## src/rtl/alu_exec_unit.sv

```systemverilog
// Execute-stage ALU: single-cycle ADD/SUB/AND/OR and an iterative shift-add MUL
// that stalls the pipeline through a valid/ready handshake while in flight.
module alu_exec_unit #(
  parameter int WIDTH = 32
) (
  input  logic             clk_i,
  input  logic             rst_i,
  input  logic [WIDTH-1:0] data1_i,
  input  logic [WIDTH-1:0] data2_i,
  input  logic [2:0]       ALUCtrl_i,
  input  logic             valid_i,
  output logic             ready_o,
  output logic [WIDTH-1:0] data_o,
  output logic             Zero_o,
  output logic             valid_o,
  output logic             stall_o
);

  localparam int CW = (WIDTH > 1) ? $clog2(WIDTH) : 1;
  localparam logic [CW-1:0] LAST_STEP = CW'(WIDTH - 1);

  localparam logic [2:0] OP_AND = 3'b000;
  localparam logic [2:0] OP_OR  = 3'b001;
  localparam logic [2:0] OP_ADD = 3'b010;
  localparam logic [2:0] OP_MUL = 3'b011;
  localparam logic [2:0] OP_SUB = 3'b110;

  typedef enum logic {IDLE, MUL} state_t;

  state_t           state, next_state;
  logic [WIDTH-1:0] multiplicand, multiplier, acc, acc_next, simple_result;
  logic [CW-1:0]    count;
  logic             accept, last_step;

  assign accept    = valid_i && (state == IDLE);
  assign last_step = (count == LAST_STEP);
  assign acc_next  = multiplier[0] ? (acc + multiplicand) : acc;

  // Undefined control codes fall through to zero so they still complete cleanly.
  always_comb begin
    simple_result = '0;
    case (ALUCtrl_i)
      OP_ADD:  simple_result = data1_i + data2_i;
      OP_SUB:  simple_result = data1_i - data2_i;
      OP_AND:  simple_result = data1_i & data2_i;
      OP_OR:   simple_result = data1_i | data2_i;
      default: simple_result = '0;
    endcase
  end

  always_ff @(posedge clk_i) begin
    if (rst_i) state <= IDLE;
    else       state <= next_state;
  end

  always_comb begin
    next_state = state;
    case (state)
      IDLE:    if (accept && (ALUCtrl_i == OP_MUL)) next_state = MUL;
      MUL:     if (last_step) next_state = IDLE;
      default: next_state = IDLE;
    endcase
  end

  always_comb begin
    ready_o = (state == IDLE);
    stall_o = (state != IDLE);
  end

  // Result registers hold between completions; valid_o is a single-cycle strobe.
  always_ff @(posedge clk_i) begin
    if (rst_i) begin
      data_o       <= '0;
      Zero_o       <= 1'b1;
      valid_o      <= 1'b0;
      multiplicand <= '0;
      multiplier   <= '0;
      acc          <= '0;
      count        <= '0;
    end else begin
      valid_o <= 1'b0;
      case (state)
        IDLE: begin
          if (accept) begin
            if (ALUCtrl_i == OP_MUL) begin
              multiplicand <= data1_i;
              multiplier   <= data2_i;
              acc          <= '0;
              count        <= '0;
            end else begin
              data_o  <= simple_result;
              Zero_o  <= (simple_result == '0);
              valid_o <= 1'b1;
            end
          end
        end
        MUL: begin
          acc          <= acc_next;
          multiplicand <= multiplicand << 1;
          multiplier   <= multiplier >> 1;
          count        <= count + 1'b1;
          if (last_step) begin
            data_o  <= acc_next;
            Zero_o  <= (acc_next == '0);
            valid_o <= 1'b1;
          end
        end
        default: ;
      endcase
    end
  end

endmodule

```

## config.mk

```make
export PLATFORM = sky130hd
export DESIGN_NAME = alu_exec_unit
export DESIGN_NICKNAME = d
export VERILOG_FILES = /design/src/rtl/alu_exec_unit.sv
export SDC_FILE = /design/constraint.sdc
export NUM_CORES = 1
export LEC_CHECK = 0
export CAP_MARGIN = 25
export CORE_ASPECT_RATIO = 1.4
export CORE_UTILIZATION = 37
export DETAILED_ROUTE_END_ITERATION = 8
export SLEW_MARGIN = 20
export SYNTH_ARGS = -nofsm -noshare
export SYNTH_HDL_FRONTEND = slang
export SYNTH_SLANG_ARGS = --single-unit
```

## constraint.sdc

```tcl
create_clock -name clk_i -period 7 [get_ports clk_i]
set_input_delay 1.4 -clock clk_i [delete_from_list [all_inputs] [get_ports clk_i]]
set_output_delay 1.4 -clock clk_i [all_outputs]
set_load 0.005 [all_outputs]
```

After elaboration in Yosys (flattened, before gate mapping)
Cells that the tools add are included.
{"block": "totals", "word_cells": 60, "ff_bits": 136, "input_bits": 70, "output_inout_bits": 36, "latch_bits": 0, "ramBits": 0, "romBits": 0, "mem_count": 0}
{"block": "classes", "n_eq_ne": 9, "n_addsub": 4, "n_mul": 0, "bitwise_logic": 3, "reduce_logical": 7, "shift": 0, "n_div": 0, "n_mux": 29, "magnitude_cmp": 0}
{"op": "$mux 32", "n": 10}
{"op": "$pmux 32 s2", "n": 4}
{"op": "$pmux 32 s4", "n": 1}
{"op": "$add 32x32->32", "n": 2}
{"op": "$logic_not 32->1", "n": 2}
{"op": "$and 32x32->32", "n": 1}
{"op": "$or 32x32->32", "n": 1}
{"op": "$sub 32x32->32", "n": 1}
{"op": "$mux 5", "n": 2}
{"op": "$pmux 5 s2", "n": 1}
{"op": "$mux 1", "n": 8}
{"op": "$eq 3x2->1 const B", "n": 2}
{"op": "$ne 2x1->1 const B", "n": 3}
{"op": "$pmux 1 s2", "n": 3}
{"op": "$add 5x1->5 const B", "n": 1}
{"op": "$eq 5x5->1 const B", "n": 1}
{"op": "$eq 3x1->1 const B", "n": 1}
{"op": "$eq 3x3->1 const B", "n": 1}
{"op": "$logic_not 3->1", "n": 1}
{"op": "$reduce_and 3->1", "n": 1}
{"op": "$logic_and 1x1->1", "n": 2}
{"op": "$ne 2x2->1 const B", "n": 1}
{"op": "$reduce_and 2->1", "n": 1}
{"op": "$not 1->1", "n": 1}

Logic depth before layout (Yosys ltp)
{"block": "logic_depth", "depth_word": 6, "mapped_depth": 22}

Worst setup path after synthesis
Ideal clock, no wire load.
{"block": "synth_timing", "path_kind": "in2reg", "from": "input ALUCtrl_i[0]", "to": "register Zero_o", "required_time_ns": 6.933, "path_slack_ns": 1.174, "setup_ns": 0.067, "t_arrival_ns": 5.759, "stages": 20, "path_cell_list": "clkbuf_1 nor2b_1 clkbuf_1 clkbuf_1 buf_1 and2_1 clkbuf_1 nor2_1 xnor2_1 ha_1 and3_1 a41o_1 or3_1 a32o_1 nor4_1 nand4_1 nor4_1 nand4b_1 o41a_1 o21ai_2"}
{"block": "synth_between", "elab_chain_cells": 6, "elab_cells_between_ends": 12, "classes_between": "eq/ne: 5; mux: 4; reduce/logical: 3"}
{"element": "from (decl)", "line": "10", "rtl": "input logic [2:0] ALUCtrl_i,"}
{"element": "$eq 3x1->1, or another cell as far along", "line": "42", "rtl": "case (ALUCtrl_i)"}
{"element": "$pmux 32 s4", "line": "42"}
{"element": "$logic_not 32->1", "line": "92", "rtl": "Zero_o <= (simple_result == '0);"}
{"element": "$mux 1", "line": "85", "rtl": "if (ALUCtrl_i == OP_MUL) begin"}
{"element": "$mux 1", "line": "84", "rtl": "if (accept) begin"}
{"element": "$pmux 1 s2", "line": "82", "rtl": "case (state)"}
{"element": "to (signal assigned)", "line": "92"}
{"element": "to (signal assigned)", "line": "104", "rtl": "Zero_o <= (acc_next == '0);"}
{"element": "to (decl)", "line": "14", "rtl": "output logic Zero_o,"}
Parallel ways exist; a longest one is shown, timed or not. The select of a mux whose other input is x is not followed.
A chain may end at the register's enable or synchronous reset.

Final worst setup path
{"block": "layout_timing", "from": "input data2_i[5]", "to": "register Zero_o"}
{"block": "layout_between", "elab_chain_cells": 6, "elab_cells_between_ends": 9, "classes_between": "add/sub: 2; mux: 4; bitwise: 2; reduce/logical: 1"}
{"element": "from (decl)", "line": "9", "rtl": "input logic [WIDTH-1:0] data2_i,"}
{"element": "$sub 32x32->32, or another cell as far along", "line": "44", "rtl": "OP_SUB: simple_result = data1_i - data2_i;"}
{"element": "$pmux 32 s4 *", "line": "42"}
{"element": "$logic_not 32->1 *", "line": "92"}
{"element": "$mux 1 *", "line": "85"}
{"element": "$mux 1 *", "line": "84"}
{"element": "$pmux 1 s2 *", "line": "82"}
Every way passes the cells marked *; elsewhere a longest branch is shown, timed or not. The select of a mux whose other input is x is not followed.

==> flow_summary.yaml <==
synthesis:
  async_flop_share_pct: 0
  synth.yosys.seq_area_share_pct: 23.8
  yosysTopAreaCell: "dfxtp_1"
  synth.area.top_cells: "dfxtp_1 (24%), a21oi_1 (9.6%), ha_1 (7.3%)"
  ys_warn_count: 0
  synth_fp_nets: 1678
  synth_edf_count: 0
  synthTopCellsByCount: "a21oi_1 (219), nor2_1 (218), dfxtp_1 (136)"
  avgSynthCellArea_sq_um: 7.43
  syn_inst: 1539
  synth_area_sq_mm: 0.0114
  synth.distinct_cells: 96
  yosysTopAreaCellShare_pct: 23.8
  ys_ff_latch: 136
  yosysMostFrequentCell: "a21oi_1"
  yosys_most_used_dff: "dfxtp_1"
routing:
  viasPerCell: 5.76
  dr.first_iter.drc_count: 766
  route.detailed.wl_per_inst_microns: 18.3
  post-route-drc-count: 0
  dr.pass1.iters: 5
  vias: 11417
  ant_nets: 0
  wl_mm: 36.2
global_route:
  track_usage_pct: 23.3
  grt_max_degree: 83
  use_met1_pct: 29.9
  grt_pass1_vias: 10741
  grt_pass1_wl_mm: 57.4
  use_met3_pct: 3.31
  antenna_found_initial: 0
  top_usage_layer: "met2"
  grt_overflow: 0
  grt.met2_usage_pct: 39.6
cells_and_area:
  final_util_pct: 43.9
  area_growth_pct: 16.1
  drive_gt1_share_pct: 6.27
  nNetsFinal: 1722
  diodes: 0
power_and_ir_drop:
  cellPowerDensity_mw_per_mm2: 171
  p_leak_nw: 5.60
  worst_ir_drop_vdd_uv: 178
placed_design:
  portBuffers: 105
  place.detailed.hpwl_mm: 27.4
  post-place-ws_ns: 0.408
  gp_congestion: 0.939
die:
  dieHeight_microns: 210
  die_x_microns: 151
  rows: 75
  coreArea_sq_mm: 0.0302
  ioPinCount: 106
  die-area_sq_mm: 0.0316
  start_util_pct: 37.8
cts:
  cts_tree: "built"
  cts_inserted_buffers: 17
  cts_resized: 0
  cts_max_level: 4
  clock-root-buffer: "clkbuf_16"
  cts_hold_buf: 0
  cts_num_sinks: 136
  clk-insertion-delay-late_ns: 0.45
  clk_pin_slew_ns: 0.06
  post-cts-setup-buffers: 0
  clockBufferDepth: 2
critical_path:
  cp_slowest_stage_delay_ns: 0.64
  cp_max_fo: 8
  critPathKind: "in -> reg"
  cp-start-kind: "input port"
  end_kind: "register"
  slowest_stage: "nor4_1"
  crit_chain: "clkdlybuf4s50_1 -> nor4_1 -> and2_1 -> nand2_1 -> or2_2 -> nor4_1 -> buf_4 -> nor2_1 -> xnor2_1 -> ha_1 -> a21o_1 -> a31oi_1 -> o21a_1 -> o21ai_0 -> a22o_1 -> a21oi_1 -> nand4_1 -> nor4_1 -> nand4b_1 -> o41a_1 -> o21ai_2"
  startpoint: "data2_i[5]"
  cpMostUsedCell: "nor4_1"
  ff2ff_path_depth: 13
  required_ns: 7.39
  reg2reg_from: "multiplicand[0]"
  cp_data_arrival_time_ns: 6.54
worst_hold_path:
  min_path_cells: 2
  min_from: "data_o[15]"
  min_path_type: "reg -> reg"
sta:
  min_period_over_period_pct: 87.9
  slew_violations: 0
  finalSetupViolCount: 0
  rsz0062_at_grt: "no"
  period_minus_slack_ns: 6.15
  setup_tns_ns: 0
  fin_ws_ns: 0.849
  max_freq_mhz: 163
  slew_headroom_pct: 42.2
  whs_ns: 0.449
  final_hold_viol_count: 0
  finClkSkew_ns: 0.00947
  worst_pin_slew_ns: 0.866
flow_run:
  maxCapViolations: 0
status:
  status: "finished clean"
-- cell type report --
cell class	count	area, sq um
multi-input cells	1278	8200
well taps	385	482
inverters	23	86.3
repair buffers	127	1210
flip-flops and latches	136	2730
fillers	3132	16900
clock buffers	18	429
clock inverters	14	125
-- final timing paths --
| path | end | slack, ns |
|---|---|---|
| worst max-delay path | Zero_o | 0.85 |
| worst min-delay path | data_o[15] | 0.45 |
| worst max register to register | Zero_o | 3.04 |
| worst min register to register | data_o[15] | 0.45 |
-- registers in the layout, summed over array words and instances, names as in the netlist --
signal / flops
acc: 32
count: 5
Zero_o: 1
stall_o: 1
valid_o: 1
multiplier: 32
multiplicand: 32
data_o: 32
-- cell usage in the layout (no fill, tap or decap), drive strengths merged, types with 6 or more instances in the layout --
| master | Yosys | routed |
|---|---|---|
| a211o | 6 | 6 |
| a211oi | 19 | 19 |
| a21o | 29 | 29 |
| a21oi | 222 | 222 |
| a22oi | 11 | 11 |
| a31oi | 17 | 17 |
| and2 | 10 | 10 |
| and2b | 6 | 6 |
| and3 | 13 | 13 |
| and4 | 8 | 8 |
| buf | 28 | 23 |
| clkbuf | 73 | 18 |
| clkdlybuf4s50 | 0 | 104 |
| clkinv | 0 | 7 |
| dfxtp | 136 | 136 |
| ha | 67 | 67 |
| inv | 23 | 26 |
| maj3 | 27 | 27 |
| mux2i | 69 | 69 |
| nand2 | 131 | 131 |
| nand2b | 17 | 17 |
| nand3 | 43 | 43 |
| nand3b | 9 | 9 |
| nand4 | 8 | 8 |
| nand4b | 6 | 6 |
| nor2 | 218 | 218 |
| nor2b | 10 | 10 |
| nor3 | 33 | 33 |
| nor4 | 14 | 14 |
| o2111a | 6 | 6 |
| o2111ai | 7 | 7 |
| o211ai | 10 | 10 |
| o21a | 14 | 14 |
| o21ai | 86 | 86 |
| o21bai | 6 | 6 |
| o31ai | 13 | 13 |
| or3 | 9 | 9 |
| or4 | 6 | 6 |
| xnor2 | 36 | 36 |
| xor2 | 24 | 24 |
-- critical path: cells and delay by family --
kind,cells,cell delay [ns]
and+or+nand+nor,9,2.32
AOI/OAI and AO/OA,8,1.63
buffers and inverters,2,0.68
adders and majority gates,1,0.38
xor gates and xnor gates,1,0.12
-- logic make-up after synthesis --
group / share of synthesized area, %
AND/OR/NAND/NOR: 23.2
AO/OA/AOI/OAI: 27.4
XOR/XNOR: 4.60
multiplexers: 6.34
adder cells (fa/ha/maj): 10.0
flip-flops: 23.8
buffers and inverters: 4.60
-- routing by layer --
layer  vias up  routed length, microns
met2       271                   17600
met1      5405                   16500
li1       5697                       -
met3        44                    1300
met5         -                       0
met4         0                     783
-- through the flow --
stage          instances  cell area (sq um)  total power [mW]
3_3_place_gp        1949              12700              1.41
6_report            1981              13300              2.27
3_5_place_dp        1949              12700              1.41
5_1_grt             1981              13300              2.38
2_1_floorplan       1539              11400              1.20
4_1_cts             1981              13300              2.29
-- power by group --
group          internal, mW  switching (mW)
clock network         0.489           0.384
registers             0.796          0.0181
logic                 0.238           0.344
total                  1.52           0.746
No activity file was read; power rests on OpenSTA's default activity.
